<file path="src/rtl/dvp_frame_capture.sv">
// DVP sensor capture front-end: assembles pixels from the 8-bit bus and applies frame decimation and a crop window.
// It also produces pixel coordinates, frame/line markers and sticky sensor timing error flags in the pclk domain.
module dvp_frame_capture #(
    parameter int unsigned MAX_WIDTH         = 1024,
    parameter int unsigned MAX_HEIGHT        = 1024,
    parameter int unsigned BYTES_PER_PIXEL   = 2,
    parameter bit          VSYNC_ACTIVE_HIGH = 1'b1,
    parameter bit          HREF_ACTIVE_HIGH  = 1'b1,
    localparam int unsigned XW = $clog2(MAX_WIDTH),
    localparam int unsigned YW = $clog2(MAX_HEIGHT),
    localparam int unsigned PW = 8 * BYTES_PER_PIXEL
) (
    input  logic          pclk,
    input  logic          rst_n,
    input  logic          vsync,
    input  logic          href,
    input  logic [7:0]    data,
    input  logic          enable,
    input  logic [3:0]    cfg_decim,
    input  logic [XW-1:0] cfg_width,
    input  logic [YW-1:0] cfg_height,
    input  logic [XW-1:0] cfg_x0,
    input  logic [XW-1:0] cfg_w,
    input  logic [YW-1:0] cfg_y0,
    input  logic [YW-1:0] cfg_h,
    output logic [PW-1:0] pix_data,
    output logic          pix_valid,
    output logic [XW-1:0] pix_x,
    output logic [YW-1:0] pix_y,
    output logic          pix_sof,
    output logic          pix_eol,
    output logic          frame_done,
    output logic          err_line,
    output logic          err_partial,
    output logic          err_frame,
    output logic          busy
);
    localparam int unsigned   BW        = (BYTES_PER_PIXEL > 1) ? $clog2(BYTES_PER_PIXEL) : 1;
    localparam logic [BW-1:0] LAST_BYTE = BW'(BYTES_PER_PIXEL - 1);
    localparam logic [XW-1:0] COL_MAX   = XW'(MAX_WIDTH - 1);
    localparam logic [YW-1:0] LINE_MAX  = YW'(MAX_HEIGHT - 1);

    typedef enum logic [2:0] {
        IDLE,
        SKIP,
        LINE_WAIT,
        LINE,
        LINE_END,
        FRAME_END
    } state_t;

    state_t        state_q, state_d;
    logic          vs_pend_q, vs_pend_d;
    logic          byte_c, line_end_c, frame_end_c, cap_start_c, abort_c;

    logic          vs_q, hr_q, vs_act_d;
    logic [7:0]    data_q;
    logic [1:0]    arm_q;
    logic          vs_act, hr_act, vs_start, vs_end;

    logic [3:0]    decim_q;
    logic [XW-1:0] sh_width_q, sh_x0_q, sh_w_q;
    logic [YW-1:0] sh_height_q, sh_y0_q, sh_h_q;
    logic [XW-1:0] col_q;
    logic [YW-1:0] line_q;
    logic [BW-1:0] byte_idx_q;
    logic [PW-1:0] acc_q, acc_shift_c;

    logic          s1_valid_q;
    logic [PW-1:0] s1_data_q;
    logic [XW-1:0] s1_col_q;
    logic [YW-1:0] s1_line_q;

    logic [XW:0]   x_end_c;
    logic [YW:0]   y_end_c;
    logic [XW-1:0] rel_x_c;
    logic [YW-1:0] rel_y_c;
    logic          in_win_c, emit_c, sof_c, eol_c;

    // Input register; edge detection is held off until two real samples are in, so a reset mid-frame cannot fake a vs_start
    always_ff @(posedge pclk or negedge rst_n) begin
        if (!rst_n) begin
            vs_q     <= 1'b0;
            hr_q     <= !HREF_ACTIVE_HIGH;
            data_q   <= '0;
            vs_act_d <= 1'b0;
            arm_q    <= '0;
        end else begin
            vs_q     <= vsync;
            hr_q     <= href;
            data_q   <= data;
            vs_act_d <= vs_act;
            arm_q    <= {arm_q[0], 1'b1};
        end
    end

    assign vs_act   = VSYNC_ACTIVE_HIGH ? vs_q : !vs_q;
    assign hr_act   = HREF_ACTIVE_HIGH ? hr_q : !hr_q;
    assign vs_start = arm_q[1] && vs_act_d && !vs_act;
    assign vs_end   = arm_q[1] && !vs_act_d && vs_act;

    always_ff @(posedge pclk or negedge rst_n) begin
        if (!rst_n) begin
            state_q   <= IDLE;
            vs_pend_q <= 1'b0;
        end else begin
            state_q   <= state_d;
            vs_pend_q <= vs_pend_d;
        end
    end

    // Next state; a vs_start overrides everything and re-evaluates as from IDLE
    always_comb begin
        state_d     = state_q;
        vs_pend_d   = 1'b0;
        byte_c      = 1'b0;
        line_end_c  = 1'b0;
        frame_end_c = 1'b0;
        cap_start_c = 1'b0;
        abort_c     = 1'b0;
        case (state_q)
            IDLE:      state_d = IDLE;
            SKIP:      if (vs_end) state_d = IDLE;
            LINE_WAIT: begin
                if (vs_end) begin
                    state_d = FRAME_END;
                end else if (hr_act) begin
                    state_d = LINE;
                    byte_c  = 1'b1;
                end
            end
            LINE: begin
                if (!hr_act || vs_end) begin
                    state_d   = LINE_END;
                    vs_pend_d = vs_end;
                end else begin
                    byte_c = 1'b1;
                end
            end
            LINE_END: begin
                line_end_c = 1'b1;
                state_d    = (vs_pend_q || vs_end) ? FRAME_END : LINE_WAIT;
            end
            FRAME_END: begin
                frame_end_c = 1'b1;
                state_d     = IDLE;
            end
            default:   state_d = IDLE;
        endcase
        if (vs_start) begin
            abort_c     = (state_q != IDLE);
            byte_c      = 1'b0;
            line_end_c  = 1'b0;
            frame_end_c = 1'b0;
            vs_pend_d   = 1'b0;
            if (enable) begin
                cap_start_c = (decim_q == '0);
                state_d     = cap_start_c ? LINE_WAIT : SKIP;
            end else begin
                state_d = IDLE;
            end
        end
    end

    assign acc_shift_c = PW'({acc_q, data_q});

    // Shadow config, decimation, counters and byte assembly into the first pipeline stage
    always_ff @(posedge pclk or negedge rst_n) begin
        if (!rst_n) begin
            decim_q     <= '0;
            sh_width_q  <= '0;
            sh_height_q <= '0;
            sh_x0_q     <= '0;
            sh_w_q      <= '0;
            sh_y0_q     <= '0;
            sh_h_q      <= '0;
            col_q       <= '0;
            line_q      <= '0;
            byte_idx_q  <= '0;
            acc_q       <= '0;
            s1_valid_q  <= 1'b0;
            s1_data_q   <= '0;
            s1_col_q    <= '0;
            s1_line_q   <= '0;
        end else begin
            s1_valid_q <= 1'b0;
            if (vs_start) begin
                decim_q     <= (decim_q >= cfg_decim) ? 4'd0 : decim_q + 4'd1;
                sh_width_q  <= cfg_width;
                sh_height_q <= cfg_height;
                sh_x0_q     <= cfg_x0;
                sh_w_q      <= cfg_w;
                sh_y0_q     <= cfg_y0;
                sh_h_q      <= cfg_h;
                col_q       <= '0;
                line_q      <= '0;
                byte_idx_q  <= '0;
            end else if (line_end_c) begin
                col_q      <= '0;
                byte_idx_q <= '0;
                if (line_q != LINE_MAX) line_q <= line_q + YW'(1);
            end else if (byte_c) begin
                acc_q <= acc_shift_c;
                if (byte_idx_q == LAST_BYTE) begin
                    byte_idx_q <= '0;
                    s1_valid_q <= 1'b1;
                    s1_data_q  <= acc_shift_c;
                    s1_col_q   <= col_q;
                    s1_line_q  <= line_q;
                    if (col_q != COL_MAX) col_q <= col_q + XW'(1);
                end else begin
                    byte_idx_q <= byte_idx_q + BW'(1);
                end
            end
        end
    end

    // Crop window test; a zero width/height disables cropping on that axis
    always_comb begin
        x_end_c  = {1'b0, sh_x0_q} + {1'b0, sh_w_q};
        y_end_c  = {1'b0, sh_y0_q} + {1'b0, sh_h_q};
        rel_x_c  = (sh_w_q == '0) ? s1_col_q  : s1_col_q - sh_x0_q;
        rel_y_c  = (sh_h_q == '0) ? s1_line_q : s1_line_q - sh_y0_q;
        in_win_c = ((sh_w_q == '0) || ((s1_col_q >= sh_x0_q) && ({1'b0, s1_col_q} < x_end_c)))
                && ((sh_h_q == '0) || ((s1_line_q >= sh_y0_q) && ({1'b0, s1_line_q} < y_end_c)));
        emit_c   = s1_valid_q && in_win_c;
        sof_c    = (rel_x_c == '0) && (rel_y_c == '0);
        eol_c    = ((sh_w_q != '0) && (rel_x_c == sh_w_q - XW'(1))) || !hr_act;
    end

    // Output stage and sticky error flags; a set in the same cycle as a clear wins
    always_ff @(posedge pclk or negedge rst_n) begin
        if (!rst_n) begin
            pix_data    <= '0;
            pix_valid   <= 1'b0;
            pix_x       <= '0;
            pix_y       <= '0;
            pix_sof     <= 1'b0;
            pix_eol     <= 1'b0;
            frame_done  <= 1'b0;
            err_line    <= 1'b0;
            err_partial <= 1'b0;
            err_frame   <= 1'b0;
            busy        <= 1'b0;
        end else begin
            pix_valid  <= emit_c;
            pix_sof    <= emit_c && sof_c;
            pix_eol    <= emit_c && eol_c;
            frame_done <= frame_end_c;
            busy       <= (state_d != IDLE);
            if (emit_c) begin
                pix_data <= s1_data_q;
                pix_x    <= rel_x_c;
                pix_y    <= rel_y_c;
            end
            if (cap_start_c) begin
                err_line    <= 1'b0;
                err_partial <= 1'b0;
                err_frame   <= 1'b0;
            end
            if (line_end_c && (byte_idx_q != '0)) err_partial <= 1'b1;
            if (line_end_c && (col_q != sh_width_q)) err_line <= 1'b1;
            if ((frame_end_c && (line_q != sh_height_q)) || abort_c) err_frame <= 1'b1;
        end
    end

endmodule

</file>
<file path="config.mk">
export PLATFORM = sky130hd
export DESIGN_NAME = dvp_frame_capture
export DESIGN_NICKNAME = d
export VERILOG_FILES = /design/src/rtl/dvp_frame_capture.sv
export SDC_FILE = /design/constraint.sdc
export NUM_CORES = 1
export LEC_CHECK = 0
export BUFFER_PORTS_ARGS = -buffer_cell sky130_fd_sc_hd__buf_2
export CAP_MARGIN = 20
export CORE_ASPECT_RATIO = 1.2
export CORE_UTILIZATION = 50
export CTS_CLUSTER_SIZE = 40
export DETAILED_ROUTE_END_ITERATION = 10
export HOLD_SLACK_MARGIN = 0.12
export PLACE_DENSITY = 0.7
export SETUP_SLACK_MARGIN = 0.5
export SLEW_MARGIN = 20
export SYNTH_ARGS = -nofsm -noshare
export SYNTH_HDL_FRONTEND = slang
export SYNTH_SLANG_ARGS = --single-unit
export TNS_END_PERCENT = 50
</file>
<file path="constraint.sdc">
create_clock -name pclk -period 8 [get_ports pclk]
set_input_delay 0.4 -clock pclk [delete_from_list [all_inputs] [get_ports pclk]]
set_output_delay 0.4 -clock pclk [all_outputs]
set_load 0.05 [all_outputs]
</file>
==> reports/metrics.yaml, run 1 <==
run_status:
  outcome: "finished, final reports clean"
synth:
  synth-async-reset-ratio_pct: 100
  synth_enable_flop_cells: 0
  synth_nets: 1217
  yosysTopAreaCellShare_pct: 45.9
  synth_most_common_cell: "nand2_1"
  netlist_area_um2: 10400
  ys.warnings.count: 0
  synthCells: 1069
  synth_area_leaders: "dfrtp_1, ha_1, nand2_1"
  synthFlopType: "dfrtp_1"
  ys_top_cells_by_count: "nand2_1, dfrtp_1, nor2_1"
  ys_ff_latch: 191
  synth.distinct_cells: 73
  ys_seq_area_share_pct: 45.9
  avgSynthCellArea_um2: 9.74
  synth_largest_area_cell: "dfrtp_1"
global_route:
  grtUsageTotal_pct: 23.3
  overflow: 0
  grt_pass1_wl_um: 39800
  antenna_found_initial: 0
  grt_pass1_vias: 8121
  grt_max_degree: 120
worst_setup_path:
  critPathCaptureType: "register"
  cp_max_fo: 37
  timing.critical_path.arrival_ps: 5090
  r2r-start: "sh_w_q[0]$_DFFE_PN0P_"
  r2r_setup_slack_ps: 3280
  critPathLaunchType: "register"
  rr_endpoint: "pix_sof$_DFF_PN0_"
  reg2regPathDepth: 16
  crit_required_ps: 8370
  critPathKind: "reg2reg"
cts:
  numCtsBuffers: 17
  clk_latency_ps: 440
  clock-sinks: 191
  root_buffer: "clkbuf_16"
  cts_tree: "done"
  clock_path_buffers: 2
  htree_num_levels: 4
  path_clk_slew_ps: 80
  cts_resized: 0
die:
  num_rows: 57
  die-area_um2: 21400
  die_h_um: 160
  initial_core_util_pct: 51.2
  coreArea_um2: 20300
  ioPinCount: 121
  die_w_um: 134
pwr:
  power_mw: 2.74
  powerDensity_nw_per_um2: 229
  vdd_ir_drop_max_uv: 179
  leakagePower_nw: 6.04
worst_hold_path:
  hold_class: "in2async"
finish:
  num_antenna_cells: 0
  fin_util_pct: 58.9
  drive_above_1_share_pct: 19.3
  syn_to_final_growth_pct: 14.9
  final_nets: 1334
timing:
  setup_slack_ps: 3280
  rsz0062_at_grt: "false"
  hold_violations: 0
  setup_tns_ps: 0
  worstMarginPinSlew_ps: 942
  max_freq_ghz: 0.212
  max_slew_margin_pct: 37.2
  finalMaxSlewViolations: 0
  fin_skew_ps: 14.2
  finalSetupViolCount: 0
  period_needed_ps: 4720
  fin_crit_sh_pct: 59.0
place:
  hpwlAfterDp_um: 17000
  io_buffers: 120
  place_ws_ps: 3320
  gp_congestion: 0.916
route:
  drtAntennaViolNets: 0
  dr_total_vias: 8002
  first_pass_iters: 5
  drc: 0
  drt-wirelength-per-cell_um: 16.0
  drt-initial-drc-count: 522
  vias_per_cell: 5.47
  wl_um: 23400
job:
  cap_violations: 0
-- stage by stage --
step           instance area [um2]  hold slack (ps)  instances
2_1_floorplan                10400              104       1069
3_3_place_gp                 11200              332       1422
3_5_place_dp                 11200              346       1422
4_1_cts                      12000              129       1464
5_1_grt                      12000              144       1464
6_report                     12000             56.2       1464
-- placed cells by master (no fill, tap or decap), drive strengths merged, types with 3 or more instances in the layout --
cell type	Yosys	layout
fa	4	4
nor2b	6	6
nor3	14	14
ha	67	67
clkinv	0	9
and3	3	3
mux2	56	56
o31a	3	3
or3	13	13
mux2i	4	4
nand3	19	19
a21o	11	11
nor3b	5	5
nor2	84	84
xor2	41	41
o21ai	75	75
a211oi	7	7
clkbuf	23	18
dlygate4sd3	0	10
and2	3	3
a21boi	3	3
o21bai	6	6
buf	13	123
a31oi	12	12
dfrtp	191	191
nand2b	6	6
or2	4	4
o21a	10	10
nand4	13	13
xnor2	30	30
inv	43	48
a21oi	46	46
o2111ai	4	4
nand2	206	206
o31ai	7	7
nor4	10	10
-- where the power goes --
| group | leakage, nW | internal [mW] | switching, mW |
|---|---|---|---|
| sequential | 2.51 | 1.07 | 0.0978 |
| combinational | 3.24 | 0.299 | 0.394 |
| clock | 0.299 | 0.431 | 0.442 |
| total | 6.04 | 1.80 | 0.934 |
-- registers in the layout, indices dropped and copies added (netlist names), 2 cells and up --
signal       flops
state_q          3
line_q          10
sh_y0_q         10
data_q           8
s1_data_q       16
pix_y           10
arm_q            2
pix_x           10
col_q           10
sh_w_q          10
s1_line_q       10
s1_col_q        10
sh_h_q          10
sh_x0_q         10
sh_height_q     10
pix_data        16
decim_q          4
sh_width_q      10
acc_q            8
-- worst max-delay path: stages (launching register included) --
cell      delay, ps
dfrtp_1         440
ha_1            240
fa_1            440
a211oi_1        320
o21bai_1        130
a21oi_1         260
o21bai_1         90
a21oi_1         170
xor2_1          170
ha_1            240
o21ai_0          70
a21oi_1          60
o311ai_1        410
nand4_4         630
inv_2           560
nand3_1         150
and4bb_1        270
-- worst max-delay path by stage --
| stage | from | end | slack (ps) | cells past startpoint |
|---|---|---|---|---|
| 2_1_floorplan | sh_w_q[0]$_DFFE_PN0P_ | pix_data[10]$_DFFE_PN0P_ | 4450 | 15 |
| 3_3_place_gp | sh_w_q[0]$_DFFE_PN0P_ | pix_sof$_DFF_PN0_ | 3430 | 16 |
| 3_5_place_dp | sh_w_q[0]$_DFFE_PN0P_ | pix_sof$_DFF_PN0_ | 3320 | 16 |
| 4_1_cts | sh_w_q[0]$_DFFE_PN0P_ | pix_sof$_DFF_PN0_ | 3260 | 16 |
| 5_1_grt | sh_w_q[0]$_DFFE_PN0P_ | pix_sof$_DFF_PN0_ | 2890 | 16 |
| 6_report | sh_w_q[0]$_DFFE_PN0P_ | pix_sof$_DFF_PN0_ | 3280 | 16 |
-- area by class of cell --
cell class / instances / area, um2
clock buffer: 17 / 425
multi-input combinational: 799 / 5320
sequential: 191 / 4780
timing repair buffer: 134 / 739
tap: 265 / 332
clock inverter: 15 / 208
inverter: 43 / 161
fill: 1788 / 8360
-- metal layers --
metal	wire (um)	vias up	GRT usage (%)
met4	471	0	7.80
met1	10900	3839	31.7
met3	934	38	3.59
met2	11100	191	37.9
li1	-	3934	-
met5	0	-	0
-- what timing repair did --
action / in CTS / in global routing
endpoints found under the hold margin: 10 / 0
buffers inserted: 0 / 0
hold buffers: 10 / 0
-- kinds of logic (layout without fill, tap and decap cells) --
family          count (synthesis)  count (layout)  share of synthesized area, %
simple gates                  395             395                          17.3
compound gates                201             201                          12.1
flops                         191             191                          45.9
buf+inv                        79             209                          3.10
fa+ha+maj                      71              71                          8.82
xor+xnor                       71              71                          5.97
mux                            60              60                          6.80
other cells                     1               1                        0.0360
Note: power is estimated with default switching activity, not from simulation.
==> inputs of run 2 (changes only) <==
==> constraint.sdc (replaced) <==
create_clock -name pclk -period 4.52 [get_ports pclk]
set_input_delay 0.226 -clock pclk [delete_from_list [all_inputs] [get_ports pclk]]
set_output_delay 0.226 -clock pclk [all_outputs]
set_load 0.05 [all_outputs]
==> run 2 against run 1 <==
Compared with the run above: register-to-register slack lost 2600 ps; fmax is 24% higher; global-route usage up 0.28 points; sequential share of layout area shrank 2.3 points; combinational power is 85% higher; non-clock buffer count up 65; critical path depth shrank 1; core utilization grew 3.6 points.
==> reports/metrics.yaml, run 2 (synthesis results as in run 1) <==
run_status:
  outcome: "finished, final reports clean"
worst_setup_path:
  slowest_delay_ps: 450
  cp.buffers_inverters: 1
  timing.critical_path.arrival_ps: 4140
  crit_required_ps: 4850
  crit_slowest_cell: "dfrtp_1"
  critPathCaptureType: "register"
  r2r-start: "sh_w_q[0]$_DFFE_PN0P_"
  rr_endpoint: "pix_data[8]$_DFFE_PN0P_"
  crit_family: "compound AO/OA/AOI/OAI gates"
  cpMostUsedCell: "ha_1"
  critPathLaunchType: "register"
  cp_max_fo: 18
  path_cells: "ha_1 -> fa_1 -> a211oi_1 -> o21bai_1 -> a21oi_2 -> xnor2_1 -> ha_1 -> o21ai_0 -> nor2_1 -> nor3_1 -> a21oi_1 -> o311ai_2 -> nand4_4 -> buf_12 -> mux2_4"
  critPathKind: "reg2reg"
  r2r_setup_slack_ps: 710
  reg2regPathDepth: 15
die:
  initial_core_util_pct: 51.2
  coreArea_um2: 20300
  ioPinCount: 121
  die-area_um2: 21400
  die_w_um: 134
  num_rows: 57
  die_h_um: 160
finish:
  final_common_cell: "nand2_1"
  finalInstanceArea_um2: 12700
  final_cell_mix: "nand2_1, dfrtp_1, buf_2, nor2_1"
  multi_input_area_um2: 5340
  top_regs: "pix_data (16), s1_data_q (16)"
  syn_to_final_growth_pct: 21.9
  drive_above_1_share_pct: 19.0
  fin_util_pct: 62.4
  final.fill_count: 1684
  num_antenna_cells: 0
  final_nets: 1399
  fin_cells: 1529
  ff_latch_area_um2: 4780
worst_hold_path:
  hp-start: "arm_q[0]$_DFF_PN0_"
  hold_path_depth: 0
  hold_class: "reg2reg"
  holdPathEnd: "arm_q[1]$_DFF_PN0_"
timing:
  hold_violations: 0
  setup_tns_ps: 0
  fin_crit_sh_pct: 84.3
  hold_ws_ps: 352
  setup_slack_ps: 710
  finalMaxSlewViolations: 0
  rsz0062_at_grt: "false"
  period_needed_ps: 3810
  worstMarginPinSlew_ps: 985
  max_slew_margin_pct: 34.3
  max_freq_ghz: 0.262
  finalSetupViolCount: 0
  fin_skew_ps: 18.5
place:
  dpl_cell_area_um2: 11300
  dpl.cell_count: 1424
  place_ws_ps: 423
  hpwlAfterDp_um: 16700
  gp_congestion: 0.886
  io_buffers: 120
route:
  drt-initial-drc-count: 563
  first_pass_iters: 4
  vias_per_cell: 5.42
  drt-wirelength-per-cell_um: 15.6
  dr_total_vias: 8281
  drtAntennaViolNets: 0
  wl_um: 23900
  drc: 0
cts:
  root_buffer: "clkbuf_16"
  clk_latency_ps: 450
  clock-sinks: 191
  numCtsBuffers: 17
  path_clk_slew_ps: 80
  cts_tree: "done"
  post_cts.repair.setup_buffers: 0
  clock_path_buffers: 2
  htree_num_levels: 4
global_route:
  antenna_found_initial: 0
  grt_pass1_vias: 8199
  overflow: 0
  grt_max_degree: 114
  grtUsageTotal_pct: 23.6
  grt_pass1_wl_um: 40000
job:
  cap_violations: 0
pwr:
  power_mw: 4.93
  leakagePower_nw: 6.35
  powerDensity_nw_per_um2: 388
  vdd_ir_drop_max_uv: 350
[run 2: layout make-up]
| class | instances | area share (%) |
|---|---|---|
| inverters | 43 | 1.33 |
| clock buffers | 17 | 3.35 |
| well taps | 265 | 2.61 |
| clock inverters | 15 | 1.71 |
| multi-input cells | 799 | 42.1 |
| flip-flops and latches | 191 | 37.7 |
| repair buffers | 199 | 11.2 |
[run 2: what timing repair did]
item,in CTS,in global routing
endpoints found under the hold margin,183,0
hold buffers,72,0
gates resized for setup,2,14
setup endpoints to repair,18,36
gates cloned,0,1
[run 2: worst reg2reg max path: cells and delay by family (launching register included)]
family                   cells  cell delay, ps
multiplexers                 1             320
AND/OR/NAND/NOR              3             450
AO/OA/AOI/OAI                6            1210
XOR/XNOR                     1             140
buffers and inverters        1             230
flip-flops                   1             450
adder cells (fa/ha/maj)      3             920
[run 2: how the worst max path moves through the flow]
| stage | startpoint | end | slack, ps | depth (start not counted) |
|---|---|---|---|---|
| detailed placement | sh_y0_q[1]$_DFFE_PN0P_ | pix_data[2]$_DFFE_PN0P_ | 420 | 17 |
| global placement | sh_y0_q[1]$_DFFE_PN0P_ | pix_data[3]$_DFFE_PN0P_ | 540 | 17 |
| global route | sh_y0_q[1]$_DFFE_PN0P_ | pix_data[0]$_DFFE_PN0P_ | 490 | 17 |
| finish | sh_w_q[0]$_DFFE_PN0P_ | pix_data[8]$_DFFE_PN0P_ | 710 | 15 |
| CTS | sh_y0_q[1]$_DFFE_PN0P_ | pix_data[0]$_DFFE_PN0P_ | 510 | 17 |
| floorplan | sh_w_q[0]$_DFFE_PN0P_ | pix_data[10]$_DFFE_PN0P_ | 970 | 15 |
[run 2: metal layers]
metal  vias up  routed length [um]  track usage (%)
li1       4059                   -                -
met5         -                   0                0
met1      3989               11100             31.0
met4         0                 378             6.71
met2       198               11500             40.0
met3        35                 923             3.90
[run 2: where the power goes]
| part | leakage (nW) | total, mW | internal [mW] | switching, mW |
|---|---|---|---|---|
| sequential | 2.51 | 2.07 | 1.90 | 0.177 |
| clock | 0.307 | 1.58 | 0.775 | 0.801 |
| combinational | 3.53 | 1.28 | 0.572 | 0.708 |
